==> src/rtl/cnt_arb_pkg.sv <==
// Shared types, defaults and helpers for the counter arbiter.
//   state_e  : arbiter FSM states (2-bit encoding)
//   NREQ_DEF : default requester count
//   W_DEF    : default counter/length width
//   idx_w()  : width of a requester index
package cnt_arb_pkg;

    typedef enum logic [1:0] {
        IDLE = 2'd0,
        LOAD = 2'd1,
        RUN  = 2'd2,
        DONE = 2'd3
    } state_e;

    localparam int unsigned NREQ_DEF = 4;
    localparam int unsigned W_DEF    = 8;

    function automatic int unsigned idx_w(input int unsigned nreq);
        return $clog2(nreq);
    endfunction

endpackage

==> src/rtl/cnt_arbiter_if.sv <==
// Bus between the requesting blocks and the counter arbiter.
//   req   : per-requester request (requester -> arbiter)
//   len   : per-requester run length, slice i = len[i*W +: W]
//   gnt   : one-hot grant
//   done  : one-cycle completion pulse to the owner
//   busy  : arbiter is in LOAD, RUN or DONE
//   owner : index of the current or last owner
//   cnt   : remaining count
// master = requester side, slave = arbiter side.
interface cnt_arb_if
    import cnt_arb_pkg::*;
#(
    parameter int unsigned NREQ = NREQ_DEF,
    parameter int unsigned W    = W_DEF
) ();

    localparam int unsigned IW = idx_w(NREQ);

    logic [NREQ-1:0]   req;
    logic [NREQ*W-1:0] len;
    logic [NREQ-1:0]   gnt;
    logic [NREQ-1:0]   done;
    logic              busy;
    logic [IW-1:0]     owner;
    logic [W-1:0]      cnt;

    modport master (
        output req, len,
        input  gnt, done, busy, owner, cnt
    );

    modport slave (
        input  req, len,
        output gnt, done, busy, owner, cnt
    );

endinterface

==> src/rtl/cnt_arbiter_rr_pick.sv <==
// Combinational round-robin picker.
//   req   : request vector
//   last  : index of the previous owner; search starts at last+1
//   pick  : one-hot selected requester
//   idx   : index of the selected requester (last when none)
//   valid : at least one request is set
module rr_pick
    import cnt_arb_pkg::*;
#(
    parameter int unsigned NREQ = NREQ_DEF,
    parameter int unsigned IW   = idx_w(NREQ)
) (
    input  logic [NREQ-1:0] req,
    input  logic [IW-1:0]   last,
    output logic [NREQ-1:0] pick,
    output logic [IW-1:0]   idx,
    output logic            valid
);

    int unsigned cand;

    always_comb begin
        pick  = '0;
        idx   = last;
        valid = 1'b0;
        cand  = 0;
        // Walk from the farthest candidate to the nearest so the nearest set bit
        // after last wins by overwriting earlier hits.
        for (int unsigned k = NREQ; k >= 1; k--) begin
            cand = (32'(last) + k) % NREQ;
            if (req[cand[IW-1:0]]) begin
                pick               = '0;
                pick[cand[IW-1:0]] = 1'b1;
                idx                = cand[IW-1:0];
                valid              = 1'b1;
            end
        end
    end

endmodule

==> src/rtl/cnt_arbiter.sv <==
// Round-robin arbiter sharing one down counter between NREQ requesters.
// The winner's length is loaded, counted down to zero, then done pulses to
// the owner for one cycle and the counter is released.
//   clk : clock, all state on posedge
//   rst : asynchronous active-low reset
//   bus : cnt_arb_if slave (req/len in; gnt/done/busy/owner/cnt out, all registered)
module cnt_arbiter
    import cnt_arb_pkg::*;
#(
    parameter int unsigned NREQ = NREQ_DEF,
    parameter int unsigned W    = W_DEF
) (
    input  logic  clk,
    input  logic  rst,
    cnt_arb_if.slave bus
);

    localparam int unsigned IW = idx_w(NREQ);
    // Last owner resets to NREQ-1 so requester 0 has first priority.
    localparam logic [IW-1:0] OwnerRst = IW'(NREQ - 1);

    state_e          state_q, state_d;
    logic [IW-1:0]   owner_q, owner_d;
    logic [W-1:0]    cnt_q, cnt_d;
    logic [NREQ-1:0] gnt_q, gnt_d;
    logic [NREQ-1:0] done_q, done_d;
    logic            busy_q, busy_d;

    logic [NREQ-1:0] pick;
    logic [IW-1:0]   pick_idx;
    logic            pick_valid;
    logic            own_req;
    logic [W-1:0]    len_sel;

    assign own_req = bus.req[owner_q];
    assign len_sel = bus.len[32'(owner_q) * W +: W];

    rr_pick #(
        .NREQ (NREQ),
        .IW   (IW)
    ) u_pick (
        .req   (bus.req),
        .last  (owner_q),
        .pick  (pick),
        .idx   (pick_idx),
        .valid (pick_valid)
    );

    always_comb begin
        state_d = state_q;
        owner_d = owner_q;
        cnt_d   = cnt_q;
        gnt_d   = gnt_q;
        done_d  = '0;
        unique case (state_q)
            IDLE: begin
                if (pick_valid) begin
                    owner_d = pick_idx;
                    gnt_d   = pick;
                    state_d = LOAD;
                end
            end
            LOAD: begin
                // Abort leaves cnt and owner untouched.
                if (!own_req) begin
                    state_d = IDLE;
                    gnt_d   = '0;
                end else begin
                    cnt_d   = len_sel;
                    state_d = (len_sel == '0) ? DONE : RUN;
                end
            end
            RUN: begin
                if (!own_req) begin
                    state_d = IDLE;
                    gnt_d   = '0;
                end else begin
                    if (cnt_q != '0) begin
                        cnt_d = cnt_q - W'(1);
                    end
                    if (cnt_q <= W'(1)) begin
                        state_d = DONE;
                    end
                end
            end
            DONE: begin
                state_d = IDLE;
                gnt_d   = '0;
            end
            default: begin
                state_d = IDLE;
                gnt_d   = '0;
            end
        endcase
        // done is registered, so it is raised on the edge that enters DONE.
        if (state_d == DONE) begin
            done_d[owner_q] = 1'b1;
        end
        busy_d = (state_d != IDLE);
    end

    always_ff @(posedge clk or negedge rst) begin
        if (!rst) begin
            state_q <= IDLE;
            owner_q <= OwnerRst;
            cnt_q   <= '0;
            gnt_q   <= '0;
            done_q  <= '0;
            busy_q  <= 1'b0;
        end else begin
            state_q <= state_d;
            owner_q <= owner_d;
            cnt_q   <= cnt_d;
            gnt_q   <= gnt_d;
            done_q  <= done_d;
            busy_q  <= busy_d;
        end
    end

    assign bus.gnt   = gnt_q;
    assign bus.done  = done_q;
    assign bus.busy  = busy_q;
    assign bus.owner = owner_q;
    assign bus.cnt   = cnt_q;

endmodule
==> src/flat_wrapper.sv <==
// flat-port wrapper written by rule: the top's interface ports become plain ports
module cnt_arbiter_flat import cnt_arb_pkg::*;
#(
    parameter int unsigned NREQ = NREQ_DEF,
    parameter int unsigned W    = W_DEF
)
  (clk, rst, bus_req, bus_len, bus_gnt, bus_done, bus_busy, bus_owner, bus_cnt);
  cnt_arb_if #(.NREQ(NREQ), .W(W)) bus_i ();
  input  logic clk;
  input  logic rst;
  input wire logic [$bits(bus_i.req)-1:0] bus_req;
  input wire logic [$bits(bus_i.len)-1:0] bus_len;
  output wire logic [$bits(bus_i.gnt)-1:0] bus_gnt;
  output wire logic [$bits(bus_i.done)-1:0] bus_done;
  output wire logic [$bits(bus_i.busy)-1:0] bus_busy;
  output wire logic [$bits(bus_i.owner)-1:0] bus_owner;
  output wire logic [$bits(bus_i.cnt)-1:0] bus_cnt;
  assign bus_i.req = bus_req;
  assign bus_i.len = bus_len;
  assign bus_gnt = bus_i.gnt;
  assign bus_done = bus_i.done;
  assign bus_busy = bus_i.busy;
  assign bus_owner = bus_i.owner;
  assign bus_cnt = bus_i.cnt;
  cnt_arbiter #(.NREQ(NREQ), .W(W)) u_core (.clk(clk), .rst(rst), .bus(bus_i));
endmodule
==> config.mk <==
export PLATFORM = sky130hd
export DESIGN_NAME = cnt_arbiter_flat
export DESIGN_NICKNAME = d
export VERILOG_FILES = /design/src/rtl/cnt_arb_pkg.sv /design/src/rtl/cnt_arbiter_if.sv /design/src/rtl/cnt_arbiter_rr_pick.sv /design/src/rtl/cnt_arbiter.sv /design/src/flat_wrapper.sv
export SDC_FILE = /design/constraint.sdc
export NUM_CORES = 1
export LEC_CHECK = 0
export ABC_AREA = 0
export BUFFER_PORTS_ARGS = -buffer_cell sky130_fd_sc_hd__buf_2
export CELL_PAD_IN_SITES_DETAIL_PLACEMENT = 2
export CELL_PAD_IN_SITES_GLOBAL_PLACEMENT = 2
export CORE_ASPECT_RATIO = 1.4
export CORE_UTILIZATION = 31
export CTS_CLUSTER_SIZE = 10
export DETAILED_ROUTE_END_ITERATION = 10
export GPL_ROUTABILITY_DRIVEN = 0
export PLACE_DENSITY = 0.87
export SLEW_MARGIN = 10
export SYNTH_ARGS = -nofsm -noshare
export SYNTH_HDL_FRONTEND = slang
export SYNTH_SLANG_ARGS = --single-unit
==> constraint.sdc <==
create_clock -name clk -period 3.6 [get_ports clk]
set_input_delay 0.72 -clock clk [delete_from_list [all_inputs] [get_ports clk]]
set_output_delay 0.72 -clock clk [all_outputs]
set_load 0.03 [all_outputs]
==> key figures, run 1 <==
Finish
  – ANT cells: 0
  – Area Overhead vs Synth: 21.6%
  – Fill count: 602
  – Layout net count: 277
  – Most common cell after layout, fill and taps aside: buf_2
  – Most frequent cells in the layout: buf_2, dfrtp_1, inv_1, ha_1
  – Final Non-Filler Cells: 290
  – Share of cells above drive strength 1: 33.0%
  – Final Cell Area: ~2100 µm²

Critical path
  – Reg2reg path depth: 7
  – Critical Path RT: 3.76 ns
  – Start of the worst register-to-register path: u_core.bus.owner[1]$_DFFE_PN1P_
  – CP Launch Type: flip-flop
  – Worst R2R End: u_core.bus.gnt[1]$_DFFE_PN0P_
  – Worst EP arrival: 2.97 ns
  – Crit Path Class: flip-flop to flip-flop
  – Crit-path max FO: 19
  – CP Capture Type: flip-flop
  – Crit path from: u_core.bus.owner[1]$_DFFE_PN1P_
  – R2R setup slack: ~0.79 ns

Clocking
  – Clock Latency Late Sink: 0.27 ns
  – CTS buffer count: 3
  – H-tree Lvls: 1
  – CTS Root Cell: clkbuf_8
  – Clk buf depth: 2
  – Hold-fix buffers at CTS: 0
  – Clock Pin Slew Worst Setup and Hold Paths: around 0.090 ns
  – CTS tree: built
  – Post-CTS Resized: 0
  – CTS Sinks: 21
  – Post-CTS Setup Bufs: 0

Timing
  – Endpoints failing setup: 0
  – Worst Tran Pin Value: 0.766 ns
  – Max-slew violations: 0
  – Fin. Hold Viols: 0
  – Clock Skew: ~0.007 ns
  – RSZ-0062 raised after global routing: no
  – Final worst path period share: 78.1%
  – Setup_tns: 0 ns
  – Max-slew headroom: roughly 48%
  – F_max: 356 MHz
  – Final min period: around 2.8 ns

Floorplan
  – Ports: 57
  – Core area: between 5000 and 6000 µm²
  – Initial Util: between 30% and 40%
  – Die Ht: 90.6 µm
  – Std-Cell Rows: 31
  – Die Wd: about 65 µm
  – Area of the die: slightly below 6000 µm²

Pwr
  – Switching Fraction: 51.4%
  – Internal power: just over 0.9 mW
  – Clock share of power: 8.8%
  – P_leak: 0.990 nW
  – Peak VDD IR: about 360 µV
  – Psw: 0.975 mW
  – PwrDens: 898 nW/µm²
  – Comb pwr share: between 60% and 70%
  – Sequential power share: 26.3%

Routing
  – DR iter-0 viols: 70
  – Vias after detailed routing: 1,629
  – Drt first pass iters: 4
  – Vias per Instance: 5.62
  – Routed WL: 5.58 mm
  – # DRC: 0
  – WL per Instance: 19.2 µm
  – Routed Antenna Nets: 0

Hold path
  – Hold WC Path Type: input port to async pin

Synth
  – Syn Inst Count: 170
  – Register bit total from synthesis: 21
  – Mapped Area: between 1500 and 2000 µm²
  – Syn avg cell area: ~10 µm²
  – Post-synth EDFFs: 0
  – Cell variety after synth: 39
  – Asr flop ratio synth: between 90% and 100%
  – Sequential-to-total area share from yosys stat: 30.4%
  – Main flop type after synthesis: dfrtp_1
  – Ys Warns: 0
  – Syn_nets: between 200 and 250

Placed design
  – Port Buffers: between 50 and 60
  – Inst Count DP: 286
  – Placed Area: approximately 2100 µm²
  – DPL Wire Length: roughly 4.4 mm

Run status
  – Status: finished clean

Global route
  – Overflow after GRT: 0
  – Gr usage total: 20.1%
  – Vias in the first global route: 1,719
  – Initial antenna violation count: 0
  – Pin count of the biggest net entering global routing: 22
  – Global-route wire length before repair: 9.14 mm

Run
  – Max Cap Viol: 0
[final cells by class]
cell class | count | area (µm²) | area share (%)
multi-input combinational | 128 | 1120 | 52.8
sequential | 21 | 528 | 25.0
timing repair buffer | 57 | 288 | 13.6
tap | 66 | 82.6 | 3.91
inverter | 14 | 52.6 | 2.49
clock buffer | 3 | 41.3 | 1.95
clock inverter | 1 | 5.00 | 0.237
[worst max-delay path: stages (launching register included)]
cell and delay (ns):
dfstp_2 0.76, inv_1 0.20, ha_1 0.44, mux4_2 0.54, nand2b_1 0.23, o221ai_1 0.20, a31oi_1 0.06, mux2_2 0.28
[registers in the layout, summed over array words and instances, names as in the netlist]
name / cells
u_core.bus.done: 4
u_core.bus.busy: 1
u_core.bus.gnt: 4
u_core.bus.cnt: 8
u_core.bus.owner: 2
u_core.state_q: 2
[power groups by stage]
stage / clock, mW / combinational [mW] / sequential, mW
after global placement: 0 / 1.17 / 0.491
after global routing: 0.174 / 1.35 / 0.520
after CTS: 0.162 / 1.25 / 0.499
after floorplan: 0 / 0.801 / 0.590
final: 0.166 / 1.23 / 0.498
after detailed placement: 0 / 1.23 / 0.504
[Yosys cell counts, drive strengths merged (2+ instances only)]
cell / count / share of area (%)
dfstp: 2 / 3.0
nand2b: 2 / 0.72
nand3b: 5 / 2.2
nor4: 5 / 1.8
nand3: 8 / 2.3
a31oi: 4 / 1.4
buf: 6 / 2.2
inv: 14 / 3.0
mux2: 6 / 3.9
dfrtp: 19 / 27
o21ai: 12 / 3.5
nor3b: 2 / 0.86
nor3: 8 / 2.3
ha: 14 / 10
or4: 2 / 0.86
o22ai: 6 / 2.2
nor2: 5 / 1.1
mux4: 11 / 16
nand2: 8 / 1.7
o221ai: 4 / 2.0
a21oi: 11 / 3.2
mux2i: 4 / 2.3
[stage by stage]
stage          setup slack [ns]  hold slack (ns)  power [mW]  util, %
3_3_place_gp              0.876            0.490        1.66     39.2
5_1_grt                   0.545            0.448        2.05     40.1
3_5_place_dp              0.776            0.506        1.74     39.2
2_1_floorplan             0.786            0.424        1.39        -
4_1_cts                   0.774            0.432        1.91     40.1
6_report                  0.789            0.408        1.90     40.1
[layer usage]
metal  vias up  share of wire [%]  global-route usage, %
met5         -                  0                      0
met4         0                2.5                   7.07
met3        10                1.6                   1.14
met2        35                 54                   36.3
met1       820                 42                   24.4
li1        764                  -                      -
[cells by family after synthesis]
| kind of cell | synth area share (%) |
|---|---|
| fa+ha+maj | 10.1 |
| mux | 22.4 |
| xor+xnor | 0.504 |
| buf+inv | 5.40 |
| simple gates | 15.2 |
| flops | 30.4 |
| compound gates | 16.1 |
[how the worst max path moves through the flow]
stage | to
after detailed placement | u_core.bus.gnt[3]$_DFFE_PN0P_
after floorplan | u_core.bus.gnt[0]$_DFFE_PN0P_
final | u_core.bus.gnt[1]$_DFFE_PN0P_
after global placement | u_core.bus.gnt[3]$_DFFE_PN0P_
after CTS | u_core.bus.gnt[1]$_DFFE_PN0P_
after global routing | u_core.bus.gnt[1]$_DFFE_PN0P_
No activity file was read; power rests on OpenSTA's default activity.
==> run 2: changes to the inputs <==
==> constraint.sdc (replaced) <==
create_clock -name clk -period 2.67 [get_ports clk]
set_input_delay 0.534 -clock clk [delete_from_list [all_inputs] [get_ports clk]]
set_output_delay 0.534 -clock clk [all_outputs]
set_load 0.03 [all_outputs]
==> run 2 against run 1 <==
Register-to-register slack got worse by 0.64 ns. Maximum frequency rose by 12%. Setup slack got worse by 0.64 ns. Critical path depth did not move. Clock skew rose by 0.00076 ns.
==> key figures, run 2 (synthesis gave the netlist of run 1 again) <==
Run status
  – Status: finished clean

Global route
  – Initial antenna violation count: 0
  – Global-route wire length before repair: slightly above 9 mm
  – Vias in the first global route: 1,767
  – Pin count of the biggest net entering global routing: 22
  – Overflow after GRT: 0
  – Gr usage total: slightly above 20%

Timing
  – Final worst path period share: 94.3%
  – Final hold slack: 0.211 ns
  – F_max: 397 MHz
  – Max-slew violations: 0
  – Setup_tns: 0 ns
  – Max-slew headroom: 55.1%
  – Worst Tran Pin Value: 0.667 ns
  – RSZ-0062 raised after global routing: no
  – Endpoints failing setup: 0
  – Fin. Hold Viols: 0
  – Final min period: approximately 2.5 ns
  – Clock Skew: ~0.0077 ns

Pwr
  – PwrDens: 1230 nW/µm²
  – Peak VDD IR: around 520 µV
  – P_leak: 1.01 nW

Floorplan
  – Ports: 57
  – Die Wd: 65.3 µm
  – Initial Util: 33.0%
  – Die Ht: 90.6 µm
  – Core area: 5280 µm²
  – Std-Cell Rows: 31
  – Area of the die: 5920 µm²

Critical path
  – CP Launch Type: flip-flop
  – Crit-path max FO: 5
  – CP Capture Type: flip-flop
  – Crit Path Class: flip-flop to flip-flop
  – Critical Path RT: 2.83 ns
  – Worst EP arrival: approximately 2.7 ns

Routing
  – Vias after detailed routing: between 1,500 and 2,000
  – Drt first pass iters: 4
  – # DRC: 0
  – DR iter-0 viols: 25
  – Routed WL: 5.67 mm
  – WL per Instance: 19.2 µm
  – Vias per Instance: 5.64
  – Routed Antenna Nets: 0

Clocking
  – CTS buffer count: 3
  – Clk buf depth: 2
  – CTS Sinks: 21
  – Clock Pin Slew Worst Setup and Hold Paths: 0.09 ns
  – CTS Root Cell: clkbuf_8
  – Clock Latency Late Sink: 0.27 ns
  – CTS tree: built
  – Hold-fix buffers at CTS: 0
  – H-tree Lvls: 1

Finish
  – Largest register FFs: 8
  – Most common cell after layout, fill and taps aside: buf_2
  – Share of cells above drive strength 1: 34.9%
  – Post-layout util: 41.2%
  – Final Cell Area: 2180 µm²
  – Area Overhead vs Synth: 25.1%
  – Layout net count: 282
  – ANT cells: 0
  – Most frequent cells in the layout: buf_2, dfrtp_1, inv_1, ha_1

Run
  – Max Cap Viol: 0

Placed design
  – Placed Area: 2100 µm²
  – DPL Wire Length: 4.48 mm
  – Port Buffers: 56

Hold path
  – Hold WC Path Type: input port to async pin
## run 2: cell types whose count changed in the layout (fill, tap and decap cells not counted), sizes merged
cell    previous run  this run
clkinv             1         0
clkbuf             3         4
buf               57        62
## run 2: path summary, 6_finish.rpt
check,endpoint,startpoint,slack [ns],depth (start not counted)
worst max register to register,u_core.bus.gnt[0]$_DFFE_PN0P_,u_core.bus.owner[0]$_DFFE_PN1P_,0.15,7
worst max-delay path,u_core.bus.gnt[0]$_DFFE_PN0P_,u_core.bus.owner[0]$_DFFE_PN1P_,0.15,7
min in group clk,u_core.bus.gnt[3]$_DFFE_PN0P_,u_core.bus.gnt[3]$_DFFE_PN0P_,0.51,1
worst min register to register,u_core.bus.gnt[3]$_DFFE_PN0P_,u_core.bus.gnt[3]$_DFFE_PN0P_,0.51,1
worst min-delay path,u_core.bus.cnt[0]$_DFFE_PN0P_,rst,0.21,1
max in group asynchronous,u_core.bus.owner[1]$_DFFE_PN1P_,rst,2.10,1
## run 2: area by class of cell
class                   instances  area, µm²
multi-input cells             128       1130
well taps                      66       82.6
flip-flops and latches         21        528
inverters                      14       52.6
fillers                       619       3100
repair buffers                 62        338
clock buffers                   4       45.0
## run 2: worst max-delay path: stages (launching register included)
cell      delay (ns)
dfstp_2         0.60
inv_2           0.09
ha_4            0.31
mux4_2          0.53
nand2b_1        0.22
o221ai_1        0.24
a31oi_1         0.11
mux2_2          0.29
## run 2: what timing repair did
item                       in CTS  in global routing
gates resized for setup         0                  0
hold endpoints to repair        0                  0
setup endpoints to repair       0                  2
buffers inserted                0                  2
## run 2: power breakdown
part,switching [mW],total [mW],leakage [nW],internal (mW)
combinational,1.10,1.87,0.736,0.766
clock,0.115,0.222,0.0228,0.107
sequential,0.144,0.597,0.256,0.454
total,1.36,2.69,1.01,1.33
## run 2: stage by stage
| stage | worst slack [ns] | instances | power (mW) |
|---|---|---|---|
| floorplan | 0.0189 | 170 | 1.91 |
| global placement | 0.251 | 289 | 2.30 |
| detailed placement | 0.118 | 289 | 2.41 |
| CTS | 0.0624 | 293 | 2.65 |
| global route | 0.0788 | 295 | 2.88 |
| finish | 0.153 | 295 | 2.69 |
## run 2: metal layers
metal,part of all wire (%),wire [µm],track usage (%),up-vias
met4,3.2,183,9.96,0
met3,2.3,131,1.52,15
met5,0,0,0,-
li1,-,-,-,778
met1,40,2250,23.3,830
met2,55,3110,36.9,42
